<file path="config.mk">
export PLATFORM = sky130hd
export DESIGN_NAME = stream_mux_rr
export DESIGN_NICKNAME = d
export VERILOG_FILES = /design/src/rtl/stream_mux_rr_pkg.sv /design/src/rtl/stream_mux_rr_pick.sv /design/src/rtl/stream_mux_rr.sv
export SDC_FILE = /design/constraint.sdc
export NUM_CORES = 1
export LEC_CHECK = 0
export CORE_AREA = 3 3 60 62
export CTS_CLUSTER_DIAMETER = 30
export DETAILED_ROUTE_END_ITERATION = 10
export DIE_AREA = 0 0 63 65
export PLACE_DENSITY = 0.7
export SLEW_MARGIN = 25
export SYNTH_ARGS = -nofsm -noshare
export SYNTH_HDL_FRONTEND = slang
export SYNTH_HIERARCHICAL = 1
export SYNTH_SLANG_ARGS = --single-unit
</file>
<file path="constraint.sdc">
create_clock -name clk -period 3.2 [get_ports clk]
set_input_delay 0.48 -clock clk [delete_from_list [all_inputs] [get_ports clk]]
set_output_delay 0.48 -clock clk [all_outputs]
set_load 0.01 [all_outputs]
</file>
<file path="src/rtl/stream_mux_rr_pkg.sv">
// Shared definitions for the round-robin / fixed-priority stream multiplexer.
//   clog2      : constant ceiling-log2 used to size channel-index ports
//   mode_t     : arbitration mode encoding carried on the 1-bit mode input
package stream_mux_rr_pkg;

  typedef enum logic {
    MODE_RR    = 1'b0,
    MODE_FIXED = 1'b1
  } mode_t;

  // Ceiling log2 for elaboration-time sizing; clog2(1) = 0, clog2(4) = 2, clog2(5) = 3.
  function automatic int clog2(input int value);
    int r;
    r = 0;
    for (int unsigned i = 0; i < 31; i++) begin
      if ((32'sd1 <<< i) < value) begin
        r = int'(i) + 1;
      end
    end
    return r;
  endfunction

endpackage

</file>
<file path="src/rtl/stream_mux_rr_pick.sv">
// Combinational arbiter for stream_mux_rr.
//   req   : per-channel request (in_valid)
//   ptr   : first channel searched in round-robin mode
//   fixed : 1 = search from channel 0 (fixed priority, lowest index wins)
//   gnt   : one-hot grant, or zero when no request is present
module rr_pick
  import stream_mux_rr_pkg::*;
#(
  parameter int N = 4,
  localparam int CW = (clog2(N) < 1) ? 1 : clog2(N)
) (
  input  logic [N-1:0]  req,
  input  logic [CW-1:0] ptr,
  input  logic          fixed,
  output logic [N-1:0]  gnt
);

  int   start;
  int   idx;
  logic found;

  // Scan N positions starting at start, wrapping modulo N; the first
  // requester seen wins. Fixed priority is just a scan from 0.
  always_comb begin
    gnt   = '0;
    found = 1'b0;
    idx   = 0;
    start = fixed ? 0 : int'(ptr);
    if (start >= N) begin
      start = 0;
    end
    for (int unsigned k = 0; k < N; k++) begin
      idx = start + int'(k);
      if (idx >= N) begin
        idx = idx - N;
      end
      if (!found && req[idx]) begin
        gnt[idx] = 1'b1;
        found    = 1'b1;
      end
    end
  end

endmodule

</file>
<file path="src/rtl/stream_mux_rr.sv">
// N-channel, W-bit valid/ready stream multiplexer with an internal arbiter
// (round-robin or fixed priority) and one registered output stage.
//   clk, rst  : clock, synchronous active-high reset
//   mode      : 0 = round-robin, 1 = fixed priority (lowest index wins)
//   in_data   : channel i at bits [i*W +: W]
//   in_valid  : per-channel valid
//   in_ready  : per-channel ready, combinational, at most one bit high
//   out_data  : registered data of the accepted beat
//   out_chan  : index of the channel that supplied out_data
//   out_valid : registered valid
//   out_ready : consumer ready
module stream_mux_rr
  import stream_mux_rr_pkg::*;
#(
  parameter int N = 4,
  parameter int W = 8,
  localparam int CW = (clog2(N) < 1) ? 1 : clog2(N)
) (
  input  logic           clk,
  input  logic           rst,
  input  logic           mode,
  input  logic [N*W-1:0] in_data,
  input  logic [N-1:0]   in_valid,
  output logic [N-1:0]   in_ready,
  output logic [W-1:0]   out_data,
  output logic [CW-1:0]  out_chan,
  output logic           out_valid,
  input  logic           out_ready
);

  logic          load;
  logic          take;
  logic [N-1:0]  gnt;
  logic [CW-1:0] rr_ptr;
  logic [CW-1:0] nxt_ptr;
  logic [CW-1:0] sel_chan;
  logic [W-1:0]  sel_data;

  // The output register can accept when empty or when its beat leaves this edge.
  assign load = ~out_valid | out_ready;

  rr_pick #(.N(N)) u_pick (
    .req   (in_valid),
    .ptr   (rr_ptr),
    .fixed (mode == MODE_FIXED),
    .gnt   (gnt)
  );

  assign in_ready = (rst || !load) ? '0 : gnt;
  assign take     = |in_ready;

  // AND-OR select over the one-hot grant; the index encode rides the same loop.
  always_comb begin
    sel_data = '0;
    sel_chan = '0;
    for (int unsigned i = 0; i < N; i++) begin
      sel_data = sel_data | (in_data[i*W +: W] & {W{gnt[i]}});
      if (gnt[i]) begin
        sel_chan = sel_chan | CW'(i);
      end
    end
  end

  // Explicit wrap so non-power-of-two N never points past the last channel.
  always_comb begin
    if (sel_chan == CW'(N - 1)) begin
      nxt_ptr = '0;
    end else begin
      nxt_ptr = sel_chan + CW'(1);
    end
  end

  always_ff @(posedge clk) begin
    if (rst) begin
      out_valid <= 1'b0;
      out_data  <= '0;
      out_chan  <= '0;
      rr_ptr    <= '0;
    end else if (load) begin
      if (take) begin
        out_valid <= 1'b1;
        out_data  <= sel_data;
        out_chan  <= sel_chan;
        if (mode == MODE_RR) begin
          rr_ptr <= nxt_ptr;
        end
      end else begin
        out_valid <= 1'b0;
      end
    end
  end

endmodule

</file>
; ---- Yosys cells after proc, flatten, opt, wreduce, memory -nomap -nowiden
; Index checks and enable logic that the tools add are counted.
; W data, S select, Z words.
[totals]
ff_bits = 13
input_bits = 40
wordCells = 93
[classes]
add_sub_neg = 8
magnitude_cmp = 13
eq_ne = 1
n_mux = 39
bitwise_logic = 13
n_reduce_logical = 15
[ops]
columns = op, n
row1 = $ge A32 B4 Y1 const B, 5
row2 = $mux W32, 5
row3 = $ge A32 B1 Y1 const B, 4
row4 = $lt A32 B4 Y1 const B, 4
row5 = $sub A32 B4 Y32 const B, 4
row6 = $add A32 B3 Y32 const B, 2
row7 = $add A32 B2 Y32 const B, 1
row8 = $and A8 B8 Y8, 4
row9 = $or A8 B8 Y8, 3
row10 = $mux W4, 5
row11 = $mux W1, 17
row12 = $or A4 B4 Y4, 3
row13 = $bmux W1 S2, 4
row14 = $demux W1 S2, 4
row15 = $mux W2, 4
row16 = $logic_and A1 B1 Y1, 7
row17 = $logic_not A1 Y1, 4
row18 = $reduce_or A4 Y1, 1
row19 = $reduce_and A3 Y1, 1
row20 = $add A2 B1 Y2 const B, 1
row21 = $eq A2 B2 Y1 const B, 1
row22 = $not A1 Y1, 2
row23 = $reduce_and A2 Y1, 1
row24 = $logic_or A1 B1 Y1, 1
row25 = $or A1 B1 Y1, 1

; ---- Longest topological paths before layout
; Gate-level depths: netlist (run 1).
[depth]
ltp_word = 23
depth_mapped = 11
depth_no_buf = 8

; ---- Cells and area by module
; The synthesis (run 1) kept the hierarchy.
[modules_own_cells]
columns = mod, n_inst, cells_each, area_each_um2, seq_area_each_um2
row1 = stream_mux_rr, 1, 75, 703.2, 260.2
row2 = rr_pick, 1, 48, 367.9, 0.0

; ---- Worst setup path before layout (run 1)
; OpenSTA, ideal clock, no wires.
[synth_path]
path_type = input -> output
start = in mode
end = out in_ready[1]
t_arrival_ns = 2.166
required_time_ns = 2.720
setup_slack_ns = 0.554
path_stages = 8
path_cell_list = buf_6 -> nand2b_4 -> buf_4 -> a211oi_2 -> o221ai_2 -> o22ai_1 -> clkbuf_1 -> and3_1
[synth_between]
elab_chain_cells = 19
elab_cells_between_ends = 67
cone_classes = 7 x add/sub / 13 x order compare / 34 x mux / 3 x bitwise / 10 x reduce/logical
[synth_lines]
columns = element, line
row1 = from (decl), stream_mux_rr.sv:21  ; input logic mode,
row2 = $mux W2 *, stream_mux_rr_pick.sv:28  ; start = fixed ? 0 : int'(ptr);
row3 = $ge A32 B4 Y1, stream_mux_rr_pick.sv:29  ; if (start >= N) begin
row4 = $mux W32 *, stream_mux_rr_pick.sv:29
row5 = "parallel branches: the longest is 14 deep, another holds $add A32 B2 Y32", -
row6 = $mux W4 *, stream_mux_rr_pick.sv:37  ; if (!found && req[idx]) begin
row7 = via gnt[1], stream_mux_rr.sv:33  ; logic [N-1:0] gnt;
row8 = $mux W4 *, stream_mux_rr.sv:49  ; assign in_ready = (rst || !load) ? '0 : gnt;
row9 = to (decl), stream_mux_rr.sv:24  ; output logic [N-1:0] in_ready,
; Mark *: on every way through the listed nets, which the timed path passes. The select of a mux whose other input is x is not followed.

; ---- Final worst setup path (run 1)
[layout_path]
start = in mode
end = reg out_data[2]
[layout_between]
elab_cells_between_ends = 76
cone_classes = 7 x add/sub / 13 x order compare / 34 x mux / 10 x bitwise / 12 x reduce/logical
[layout_lines]
columns = element, line
row1 = $mux W2 *, stream_mux_rr_pick.sv:28
row2 = $ge A32 B4 Y1, stream_mux_rr_pick.sv:29
row3 = $mux W32 *, stream_mux_rr_pick.sv:29
row4 = "parallel branches: the longest is 14 deep, another holds $add A32 B2 Y32", -
row5 = $mux W4 *, stream_mux_rr_pick.sv:37
row6 = via gnt[2], stream_mux_rr.sv:33
row7 = $mux W4 / $and A8 B8 Y8 (equally long branches), "stream_mux_rr.sv:49, stream_mux_rr.sv:57"
row8 = $reduce_or A4 Y1 / $or A8 B8 Y8 (equally long branches), "stream_mux_rr.sv:50, stream_mux_rr.sv:57"
row9 = $reduce_and A2 Y1 (no source line) / $or A8 B8 Y8 (equally long branches), -
row10 = to (signal assigned), stream_mux_rr.sv:82  ; out_data <= sel_data;
row11 = to (decl), stream_mux_rr.sv:25  ; output logic [W-1:0] out_data,
; Marked as above.
; A chain may end at the register's enable or synchronous reset.

==> results of run 1 <==
==> cell usage after synthesis, types with 2 or more instances <==
cell	n	area share
buf_4	4	0.028
nor2b_1	2	0.012
a22o_1	8	0.065
and3_1	6	0.035
a21oi_1	14	0.065
o211ai_1	3	0.021
o21bai_1	2	0.014
nor2_1	9	0.032
nor4_4	2	0.040
o311ai_0	2	0.016
dfxtp_1	13	0.24
a211oi_1	8	0.056
clkbuf_1	3	0.011
o21ai_0	6	0.028
buf_6	2	0.021
a221oi_1	8	0.065
nand3_1	2	0.0093
inv_1	3	0.011
buf_2	3	0.014
==> worst max-delay path, delay by kind of cell <==
family,cells,cell delay [ns]
buf+inv,4,1.00
compound gates,6,0.94
simple gates,2,0.70
==> worst paths after layout <==
check	from	end
worst max-delay path	mode	out_data[2]$_SDFFE_PP0P_
worst min register to register	out_chan[1]$_SDFFE_PP0P_	out_chan[1]$_SDFFE_PP0P_
worst min-delay path	out_chan[1]$_SDFFE_PP0P_	out_chan[1]$_SDFFE_PP0P_
worst max register to register	rr_ptr[0]$_SDFFE_PP0P_	out_data[2]$_SDFFE_PP0P_
==> final cells by class <==
type,count,area (um^2),share of cell area
clock buffers,4,26.3,0.0152
inverters,3,11.3,0.00652
multi-input cells,95,739,0.428
flip-flops and latches,13,260,0.151
well taps,44,55.1,0.0319
repair buffers,65,634,0.367
==> through the flow <==
step / utilization / cell area (um^2)
CTS: 0.560 / 1720
detailed placement: 0.547 / 1680
global route: 0.561 / 1730
global placement: 0.547 / 1680
finish: 0.561 / 1730
floorplan: - / 1070
==> logic make-up (layout without fill, tap and decap cells) <==
group	Yosys count	after routing	share of synthesized area
AO/OA/AOI/OAI	60	60	0.429
AND/OR/NAND/NOR	33	33	0.221
flip-flops	13	13	0.243
XOR/XNOR	2	2	0.0234
buffers and inverters	15	72	0.0841
==> state kept, by name, summed over array words and instances, names as in the netlist <==
signal,cells
rr_ptr,2
out_data,8
out_chan,2
out_valid,1
==> per-layer routing <==
| metal | routed length [um] | global-route usage | up-vias |
|---|---|---|---|
| li1 | - | - | 610 |
| met2 | 1950 | 0.339 | 49 |
| met5 | 0 | 0 | - |
| met1 | 1510 | 0.210 | 606 |
| met3 | 216 | 0.0451 | 8 |
| met4 | 59 | 0.0551 | 0 |
==> report_power, final <==
part | internal (mW) | leakage, nW | switching (mW)
Clock | 0.0484 | 0.0150 | 0.0558
Sequential | 0.193 | 0.108 | 0.0266
Combinational | 0.194 | 0.523 | 0.168
Total | 0.435 | 0.645 | 0.250
==> what timing repair did <==
action,in CTS,in global routing
endpoints found under the setup margin,4,1
gates resized for setup,5,1
hold buffers,0,0
pin swaps,1,1
setup buffers,1,0
==> impl_summary.md, run 1 <==
Drt
The number of DRC markers after the initial detailed-route iteration is 51. After detailed routing, the total wire length is between 3000 and 4000 um. The iteration count of the initial detailed-routing pass is 4. After detailed routing, the number of remaining DRC violations is 0. The number of nets still failing antenna checks after routing is 0. The detailed-route wire length per cell is 16.7 um. The detailed-route vias per instance is roughly 5.7.

The overall via count from detail_route is 1,273.

Run
The number of max-cap violations is 0.

Finish
Once layout is complete, the cells apart from fillers number 224. The number of nets in the finished design is around 220. The repair_antennas step left the layout with diodes totalling 0.

From synthesis to final layout, the design area changed by 61.2%. The fraction of final layout cells sized beyond drive strength 1 is 0.161. The most common cell after layout, fill and taps aside is clkdlybuf4s50_1. Counting the fill cells in the layout gives ~280. The top cell types in the final layout, fill and taps aside, are clkdlybuf4s50_1 (50), a21oi_1 (14), dfxtp_1 (13).

Die
The die outline width is 63 um. The count of boundary I/O pins is 55. The die span in y is approximately 65 um. The area of the die is between 4000 and 5000 um^2.

The initial utilization of the core area, before any placement, comes to 0.348. The site row count is 20. The core footprint is 3080 um^2.

Clock network
For the worst-skew pair, the clock arrives at the later sink with an insertion delay of 0.28 ns. In this run the deepest clock path goes through 2 buffers. TritonCTS built the clock tree. The clock slew seen by the registers of the worst setup and hold paths is ~0.080 ns.

The H-tree depth is 1. The number of clock buffers inserted by TritonCTS is 3. The root buffer cell chosen for the clock tree is clkbuf_4. The clock net in this run drives a total of 13 sinks.

Global routing
The remaining global-route overflow is 0. The initial antenna violation count was 0. The overall track demand over capacity in global routing is 0.185.

The number of global-route vias before repair is 1,264. The maximum number of pins on one net before global-route repair is 16. The wire length of the first global-routing pass is 6040 um.

Place
The global placement routability congestion is ~0.87. The post-placement worst setup slack is -0.0209 ns. The number of placed instances with taps included is 219. Detailed placement finished with a half-perimeter wire length of 2820 um. The number of port buffers is 54.

Logic synthesis
The number of distinct library cells after synthesis is 42. The average cell area after synthesis is just under 9 um^2. For this run, asynchronously set or reset flops after synthesis account for 0.

For this run, the number of Yosys warnings is 6. The net count after synthesis is roughly 160. In the synthesized netlist the dominant register cell turns out to be dfxtp_1. For this run, the register share of the synthesized area comes to 0.243. After synthesis the cells add up to roughly 1100 um^2. Counting flops with a built-in enable in the synthesized netlist gives 0.

The gate count of the mapped netlist is 123. Counting flops and latches in the post-synthesis netlist gives 13.

Setup path
STA classifies the critical path endpoint as a flop. The launching element type of the critical path is an input pin. The data required time of the critical path is 3.35 ns. Counting cells, the worst reg-to-reg path comes to 8. Of all nets on the critical path, the largest fanout is 13. The setup slack of the most critical reg-to-reg path is 0.44 ns. The worst setup path is of the input pin to flop kind. Traced cell by cell, the critical path runs through clkdlybuf4s50_1 -> buf_12 -> o21bai_1 -> a221oi_2 -> buf_4 -> o21ai_0 -> nand3_1 -> o211ai_2 -> buf_4 -> or4_1 -> a21oi_1 -> a211oi_1. The most common cell type on the critical path is buf_4. Among all stages on the critical path, the largest delay is contributed by or4_1. Data on the critical path arrives at its endpoint at 3.12 ns. On the worst path, the slowest cell contributes a delay of roughly 0.58 ns.

STA
Setup repair after global routing left no endpoint under its margin. The share of the clock period used by the worst path after layout is 0.928. After routing, the total negative slack on setup checks comes to 0 ns. The tightest hold margin is approximately 0.48 ns.

For the final database, setup skew stands at about 0.0028 ns. The worst-case setup margin in the final layout is approximately 0.23 ns. The final number of max-transition violations is 0. At the pin with the least slew margin, the transition time is 0.555 ns. The final number of setup-violating endpoints is 0. The number of failing hold endpoints at the final stage is 0. The smallest clock period supported by the final layout is computed as 2.97 ns. For this run, the top clock speed supported by timing is 0.337 GHz. The relative slew slack is 0.630.

Power and ir drop
Overall power consumption after layout is estimated at 685 uW. The power density over the cells is 397 nW/um^2. Across the VDD grid, the largest voltage drop is 0.247 mV. The total leakage power is 0.645 nW.

Status
The run finished with clean final reports.

Hold path
The worst min-delay path category is flop to flop. The worst hold path stage count is 2.
(Power assumes the default switching activity.)
==> run 2: changes to the inputs <==
--- a/config.mk
+++ b/config.mk
@@ -5,11 +5,14 @@
 export SDC_FILE = /design/constraint.sdc
 export NUM_CORES = 1
 export LEC_CHECK = 0
-export CORE_AREA = 3 3 60 62
+export CELL_PAD_IN_SITES_DETAIL_PLACEMENT = 0
+export CELL_PAD_IN_SITES_GLOBAL_PLACEMENT = 1
+export CORE_AREA = 3 3 66 68
 export CTS_CLUSTER_DIAMETER = 30
 export DETAILED_ROUTE_END_ITERATION = 10
-export DIE_AREA = 0 0 63 65
-export PLACE_DENSITY = 0.7
+export DIE_AREA = 0 0 69 71
+export PLACE_DENSITY_LB_ADDON = 0.1
+export REMOVE_ABC_BUFFERS = 1
 export SLEW_MARGIN = 25
 export SYNTH_ARGS = -nofsm -noshare
 export SYNTH_HDL_FRONTEND = slang
==> run 2 against run 1 <==
  * Combinational power barely moved
  * Worst setup slack better by 0.036 ns
  * Clock skew barely moved
  * Die area rose by 20%
  * Design area is 2.8% higher
  * Global-route usage decreased by 3.9 points
  * Sequential power barely moved
  * Routed wire length down 4.3%
  * Worst hold slack improved by 0.0025 ns
  * Via count fell by 2.5%
  * Sequential share of layout area decreased by 0.40 points
  * Final cell count rose by 4.0%
  * Critical path type unchanged
  * Highest routed layer unchanged
==> impl_summary.md, run 2 (synthesis results as in run 1) <==
Power and ir drop
The share of power burned in the clock network was 0.199 (+0.047). The cell-internal power came to 477 uW (+9.6%). The worst vdd rail ir drop is 0.134 mV (-46%). The share of total power in combinational logic is 0.496 (-0.032).

The sequential group share of total power is 0.305 (-0.015). The total leakage power came to 0.700 nW (+8.5%). The fraction of power spent switching nets is 0.342 (-0.0231).

The power dissipated by switching net loads is 248 uW (-0.95%). The power density over the cells is 408 nW/um^2 (+2.9%).

Drt
The overall via count from detail_route is 1,241 (-2.5%). The remaining design rule violation count is 0 (unchanged). The detailed-route vias per instance is 5.33 (-6.3%). The iteration count of the initial detailed-routing pass was 4 (unchanged).

The detailed-route wire length per cell was 15.3 um (-8.0%). The number of nets still failing antenna checks after routing was 0 (unchanged). The number of DRC markers after the initial detailed-route iteration came to 33 (-35%).

The sum of routed wire length over all layers is 3570 um (-4.3%).

Clock network
The number of clock buffers inserted by TritonCTS is 3 (unchanged). The clock latency of the later-clocked register in the worst-skew pair is 0.24 ns (-0.04 ns). Clock tree synthesis selected as its root buffer the cell clkbuf_8.

The H-tree depth is 1 (unchanged). The number of sinks driven by the clock tree came to 13 (unchanged). The clock tree from TritonCTS is built. The count of hold-fix buffers inserted at cts came to 0 (unchanged). The maximum count of clock buffers along a single path is 2 (unchanged). The clock slew seen by the registers of the worst setup and hold paths came to 0.06 ns (-0.02 ns).

Setup path
The data arrival time of the critical path was 3.04 ns (-0.08 ns). In this run the critical register-to-register path is captured at out_data[2]$_SDFFE_PP0P_. STA classifies the critical path startpoint as an input pin.

The maximum fanout along the worst path came to 12 (-1). The worst register-to-register path begins at rr_ptr[0]$_SDFFE_PP0P_. The number of cells on the worst reg-to-reg path is 8 (unchanged). The setup slack of the most critical reg-to-reg path is 0.47 ns (+0.03 ns).

The data required time of the critical path is 3.31 ns (-0.04 ns). STA classifies the critical path endpoint as a flop. The critical path is of the input pin to flop type.

Die
The die outline width came to 69 um (+9.5%). The initial standard-cell utilization of the core is 0.274 (-0.0743). The site row count is 23 (+15%). The count of boundary I/O pins was 55 (unchanged). The core footprint is 3910 um^2 (+27%).

The die span in y is 71 um (+9.2%). The area of the die is 4900 um^2 (+20%).

Status
The flow ran to the end, and the final reports show no timing, DRC or antenna violations.

Finish
The count of fill cells added during filler insertion was 414 (+47%). The multi-input combinational cell area is 739 um^2 (unchanged). The most flop-heavy register is out_data. The sequential cell area is 260 um^2 (unchanged). In the final layout, the registers with the most flip-flops are out_data x8, out_chan x2, rr_ptr x2. The final cell utilization of the core came to 0.453 (-0.108). The number of inserted diodes is 0 (unchanged). The area growth from synthesis to layout is 65.7%.

The fraction of final layout cells sized beyond drive strength 1 is 0.175 (+0.0138). The flip-flop count of the largest register after layout is 8 (unchanged). The number of nets in the finished design is 224 (+1.4%). The most common cell after layout, fill and taps aside is clkdlybuf4s50_1.

In the layout the commonest cells are clkdlybuf4s50_1 (50), a21oi_1 (14), buf_4 (14).

Place
The global placement routability congestion is 0.823 (-5.6%). The detailed-placement wirelength estimate is 2840 um (+0.76%). The number of port buffers is 54 (unchanged).

STA
The share of the clock period used by the worst path after layout came to 0.917 (-0.0111). The measured slew at the worst slew-check pin is 0.453 ns (-0.102 ns). The relative slew slack came to 0.698 (+0.0677). The final number of max-transition violations is 0 (unchanged).

The final number of setup-violating endpoints came to 0 (unchanged). The final critical path time including I/O delays and setup was 2.93 ns (-0.0355 ns). The number of failing hold endpoints at the final stage came to 0 (unchanged).

The worst clock skew was 0.00289 ns (+0.0000970 ns). The total negative slack is 0 ns (unchanged). Setup repair after global routing left no endpoint under its margin.

The maximum clock frequency is 0.341 GHz (+1.2%).

Global routing
The remaining global-route overflow is 0 (unchanged). The overall track demand over capacity in global routing was 0.146 (-0.0389). The maximum number of pins on one net before global-route repair is 14 (-2). The number of global-route vias before repair was 1,193 (-5.6%).

The initial antenna violation count is 0 (unchanged). The wire length of the first global-routing pass is 5890 um (-2.6%).

Run
The number of max-cap violations is 0 (unchanged).

Hold path
The worst hold path stage count was 2 (unchanged). The end point of the most critical hold path is out_chan[1]$_SDFFE_PP0P_. The worst min-delay path category is flop to flop. In this run the most critical hold path is launched from out_chan[1]$_SDFFE_PP0P_.
[run 2: changes by cell type in the layout (fill, tap and decap cells not counted), sizes merged]
cell / delta
dlymetal6s2s: +3
buf: +3
dlygate4sd2: -3
[run 2: metal layers]
metal	up-vias	track usage	share of wire
met3	4	0.0298	0.050
met1	587	0.185	0.45
met2	37	0.242	0.49
met5	-	0	0
met4	0	0.0607	0.0095
li1	613	-	-
[run 2: worst max-delay path by stage]
stage                           start                  endpoint  slack [ns]  cells after the start
2_1_floorplan  rr_ptr[0]$_SDFFE_PP0P_    rr_ptr[1]$_SDFFE_PP0P_        0.44                      8
3_3_place_gp              in_valid[3]  out_data[1]$_SDFFE_PP0P_        0.03                     10
3_5_place_dp              in_valid[3]  out_data[2]$_SDFFE_PP0P_       0.002                     10
4_1_cts                          mode               in_ready[0]        0.04                      8
5_1_grt                          mode  out_data[2]$_SDFFE_PP0P_        0.09                     12
6_report                         mode  out_data[2]$_SDFFE_PP0P_        0.27                     12
[run 2: area by class of cell]
type,instances,area share
Clock buffer,4,0.0254
Inverter,3,0.00635
Multi-Input combinational cell,95,0.417
Sequential cell,13,0.147
Tap cell,50,0.0353
Timing Repair Buffer,68,0.370
[run 2: what timing repair did]
action | in CTS | in global routing
resized for setup | 0 | 6
endpoints found under the setup margin | 0 | 4
buffers inserted | 0 | 2
[run 2: worst max-delay path, stage by stage]
cell and delay (ns):
clkdlybuf4s50_1 0.39, buf_4 0.17, o21bai_1 0.17, a221oi_2 0.32
buf_4 0.17, o21ai_0 0.07, nand3_1 0.11, o211ai_2 0.10
buf_4 0.21, or4_1 0.57, a21oi_1 0.21, a211oi_1 0.07
[run 2: through the flow]
stage                     std cells  hold WS (ns)  worst slack (ns)  instance area (um^2)  power (mW)
after floorplan                 111         0.492             0.439                   992       0.394
after global placement          227         0.467            0.0278                  1690       0.578
after detailed placement        227         0.478           0.00215                  1690       0.582
after CTS                       231         0.486            0.0392                  1740       0.729
after global routing            233         0.528            0.0857                  1770       0.777
final                           233         0.484             0.267                  1770       0.725
[run 2: power by group through the flow]
| stage | combinational [mW] | clock [mW] | sequential [mW] |
|---|---|---|---|
| CTS | 0.357 | 0.150 | 0.222 |
| global placement | 0.354 | 0 | 0.224 |
| finish | 0.359 | 0.144 | 0.221 |
| floorplan | 0.162 | 0 | 0.232 |
| detailed placement | 0.356 | 0 | 0.225 |
| global route | 0.391 | 0.159 | 0.227 |
==> run 3: changes to the inputs <==
--- a/config.mk
+++ b/config.mk
@@ -7,11 +7,11 @@
 export LEC_CHECK = 0
 export CELL_PAD_IN_SITES_DETAIL_PLACEMENT = 0
 export CELL_PAD_IN_SITES_GLOBAL_PLACEMENT = 1
-export CORE_AREA = 3 3 66 68
+export CORE_AREA = 3 3 48 94
 export CTS_CLUSTER_DIAMETER = 30
 export DETAILED_ROUTE_END_ITERATION = 10
-export DIE_AREA = 0 0 69 71
-export PLACE_DENSITY_LB_ADDON = 0.1
+export DIE_AREA = 0 0 51 97
+export PLACE_DENSITY = 0.89
 export REMOVE_ABC_BUFFERS = 1
 export SLEW_MARGIN = 25
 export SYNTH_ARGS = -nofsm -noshare
==> run 3 against run 2 <==
  * First-iteration DRC count grew 24%
  * Clock skew is essentially flat
  * Count of clock-buffer cells in the layout is the same
  * Routed wire length is 8.7% higher
  * Sequential cell count stayed put
  * Combinational power increased by 3%
  * Design area grew 0.21%
  * Critical endpoint is now in_ready[2]
  * Largest power group unchanged
==> impl_summary.md, run 3 (synthesis results as in run 1) <==
Power and ir drop
The overall power consumption came to 738 uW (+1.8%). The total leakage power is 0.683 nW (-2.4%). The power density over the cells is 415 nW/um^2 (+1.6%). The worst vdd rail ir drop is 0.282 mV (+110%).

Setup path
The data required time of the critical path is 2.72 ns (-0.59 ns). The critical path endpoint is in_ready[2]. The maximum fanout along the worst path is 13 (+1). The number of cells on the worst reg-to-reg path is 10 (+2). The critical path in this run is classified as input pin to primary output. STA classifies the critical path startpoint as an input pin. The reg-to-reg critical path endpoint is out_data[0]$_SDFFE_PP0P_. STA classifies the critical path endpoint as a primary output. The setup slack of the most critical reg-to-reg path is 0.41 ns (-0.06 ns).

The worst register-to-register path begins at rr_ptr[0]$_SDFFE_PP0P_. The data arrival time of the critical path came to 2.66 ns (-0.38 ns). The launch point of the critical path is mode.

Global routing
The overall track demand over capacity in global routing is 0.158 (+0.0116). The initial antenna violation count is 0 (unchanged). The number of global-route vias before repair is 1,338 (+12%). The wire length of the first global-routing pass is 6100 um (+3.6%). The maximum number of pins on one net before global-route repair is 14 (unchanged).

The remaining global-route overflow is 0 (unchanged).

Drt
The overall via count from detail_route is 1,306 (+5.2%). The sum of routed wire length over all layers came to 3880 um (+8.7%). The iteration count of the initial detailed-routing pass was 4 (unchanged).

The detailed-route vias per instance is 5.61 (+5.2%). The number of DRC markers after the initial detailed-route iteration came to 41 (+24%). The detailed-route wire length per cell is 16.7 um (+8.7%). The number of nets still failing antenna checks after routing came to 0 (unchanged).

The remaining design rule violation count is 0 (unchanged).

Run
The number of max-cap violations is 0 (unchanged).

Clock network
The clock slew seen by the registers of the worst setup and hold paths is 0.05 ns (about the same). The clock latency of the later-clocked register in the worst-skew pair came to 0.24 ns (about the same). The number of clock buffers inserted by TritonCTS is 3 (unchanged). The number of sinks driven by the clock tree was 13 (unchanged).

The maximum count of clock buffers along a single path is 2 (unchanged). The H-tree depth is 1 (unchanged). The tree is rooted in a clkbuf_8. TritonCTS built the clock tree.

Finish
The largest registers in the layout are out_data x8, out_chan x2, rr_ptr x2. The fraction of final layout cells sized beyond drive strength 1 is 0.176 (+0.000961). The area growth from synthesis to layout is 66.0%. The flip-flop count of the largest register after layout is 8 (unchanged). In the layout the commonest cells are clkdlybuf4s50_1 (50), a21oi_1 (14), buf_4 (12).

The number of inserted diodes came to 0 (unchanged). The cell area after layout is 1780 um^2 (+0.21%). The final cell utilization of the core came to 0.458 (+0.00447). Counting flops per register, the top entry is out_data. The library cell used most frequently in the layout, excluding fill and tap cells, is clkdlybuf4s50_1. The number of nets in the finished design is 223 (-0.45%).

STA
The maximum clock frequency came to 0.319 GHz (-6.5%). The tightest hold margin is 0.486 ns (+0.00213 ns). The final critical path time including I/O delays and setup came to 3.14 ns (+0.205 ns). The share of the clock period used by the worst path after layout is 0.981 (+0.0642). The worst-case setup margin in the final layout came to 0.0619 ns (-0.205 ns).

The measured slew at the worst slew-check pin came to 0.461 ns (+0.00783 ns). The relative slew slack is 0.689 (-0.00871). The final number of setup-violating endpoints is 0 (unchanged). The worst clock skew is 0.00290 ns (+0.0000143 ns). The final number of max-transition violations was 0 (unchanged). The number of failing hold endpoints at the final stage is 0 (unchanged).

Die
The count of boundary I/O pins is 55 (unchanged). The area of the die is 4950 um^2 (+0.98%). The die outline width came to 51 um (-26%).

The initial standard-cell utilization of the core is 0.276 (+0.00212). The die span in y came to 97 um (+37%). The site row count is 32 (+39%). The core footprint is 3880 um^2 (-0.77%).

Place
The instance area after placement is 1700 um^2 (+0.37%). The post-placement worst setup slack was -0.0650 ns (-0.0671 ns). The detailed-placement wirelength estimate is 2920 um (+2.7%). The number of port buffers is 54 (unchanged). The global placement routability congestion came to 0.829 (+0.73%).

Status
The flow ran to the end, and the final reports show no timing, DRC or antenna violations.

Hold path
The tightest min-delay check is of the flop to flop type.
## run 3: changes by cell type in the layout (fill, tap and decap cells not counted), sizes merged
| cell | delta |
|---|---|
| buf | -1 |
## run 3: layout make-up
type,instances,area (um^2)
clock buffer,4,45.0
tap,51,63.8
timing repair buffer,67,661
inverter,3,11.3
multi-input combinational,95,734
sequential,13,263
fill,376,2110
## run 3: how the worst min path moves through the flow
| stage | slack (ns) | cells after the start | end | start |
|---|---|---|---|---|
| 2_1_floorplan | 0.49 | 2 | out_chan[0]$_SDFFE_PP0P_ | out_chan[0]$_SDFFE_PP0P_ |
| 3_3_place_gp | 0.47 | 2 | out_chan[1]$_SDFFE_PP0P_ | out_chan[1]$_SDFFE_PP0P_ |
| 3_5_place_dp | 0.48 | 2 | out_chan[1]$_SDFFE_PP0P_ | out_chan[1]$_SDFFE_PP0P_ |
| 4_1_cts | 0.49 | 2 | out_chan[1]$_SDFFE_PP0P_ | out_chan[1]$_SDFFE_PP0P_ |
| 5_1_grt | 0.50 | 2 | out_chan[1]$_SDFFE_PP0P_ | out_chan[1]$_SDFFE_PP0P_ |
| 6_report | 0.49 | 2 | out_chan[0]$_SDFFE_PP0P_ | out_chan[0]$_SDFFE_PP0P_ |
## run 3: repair_timing
action,CTS,global route
setup endpoints to repair,0,9
setup buffers,0,2
resized for setup,0,7
hold buffers,0,0
## run 3: power breakdown
part           leakage (nW)  switching [mW]  internal [mW]
registers             0.109          0.0278          0.194
clock network        0.0228          0.0594         0.0880
logic                 0.552           0.171          0.197
total                 0.683           0.258          0.479
## run 3: per-stage QoR
stage                TNS [ns]  instances
finish                      0        233
global route        -0.000228        233
CTS                         0        231
detailed placement     -0.352        227
global placement       -0.115        227
floorplan                   0        111
## run 3: worst max-delay path, cell delays in order
cell and delay, ns:
clkdlybuf4s50_1 0.44, buf_12 0.16, nor2b_4 0.14, and3_1 0.17, o221ai_1 0.15, and3_1 0.22
o211ai_2 0.17, and3_1 0.18, clkdlybuf4s50_1 0.54
## run 3: routing by layer
| layer | part of all wire | track usage | wire (um) |
|---|---|---|---|
| met1 | 0.37 | 0.174 | 1430 |
| met2 | 0.55 | 0.271 | 2140 |
| met3 | 0.046 | 0.0339 | 179 |
| met4 | 0.031 | 0.0809 | 122 |
| met5 | 0 | 0 | 0 |
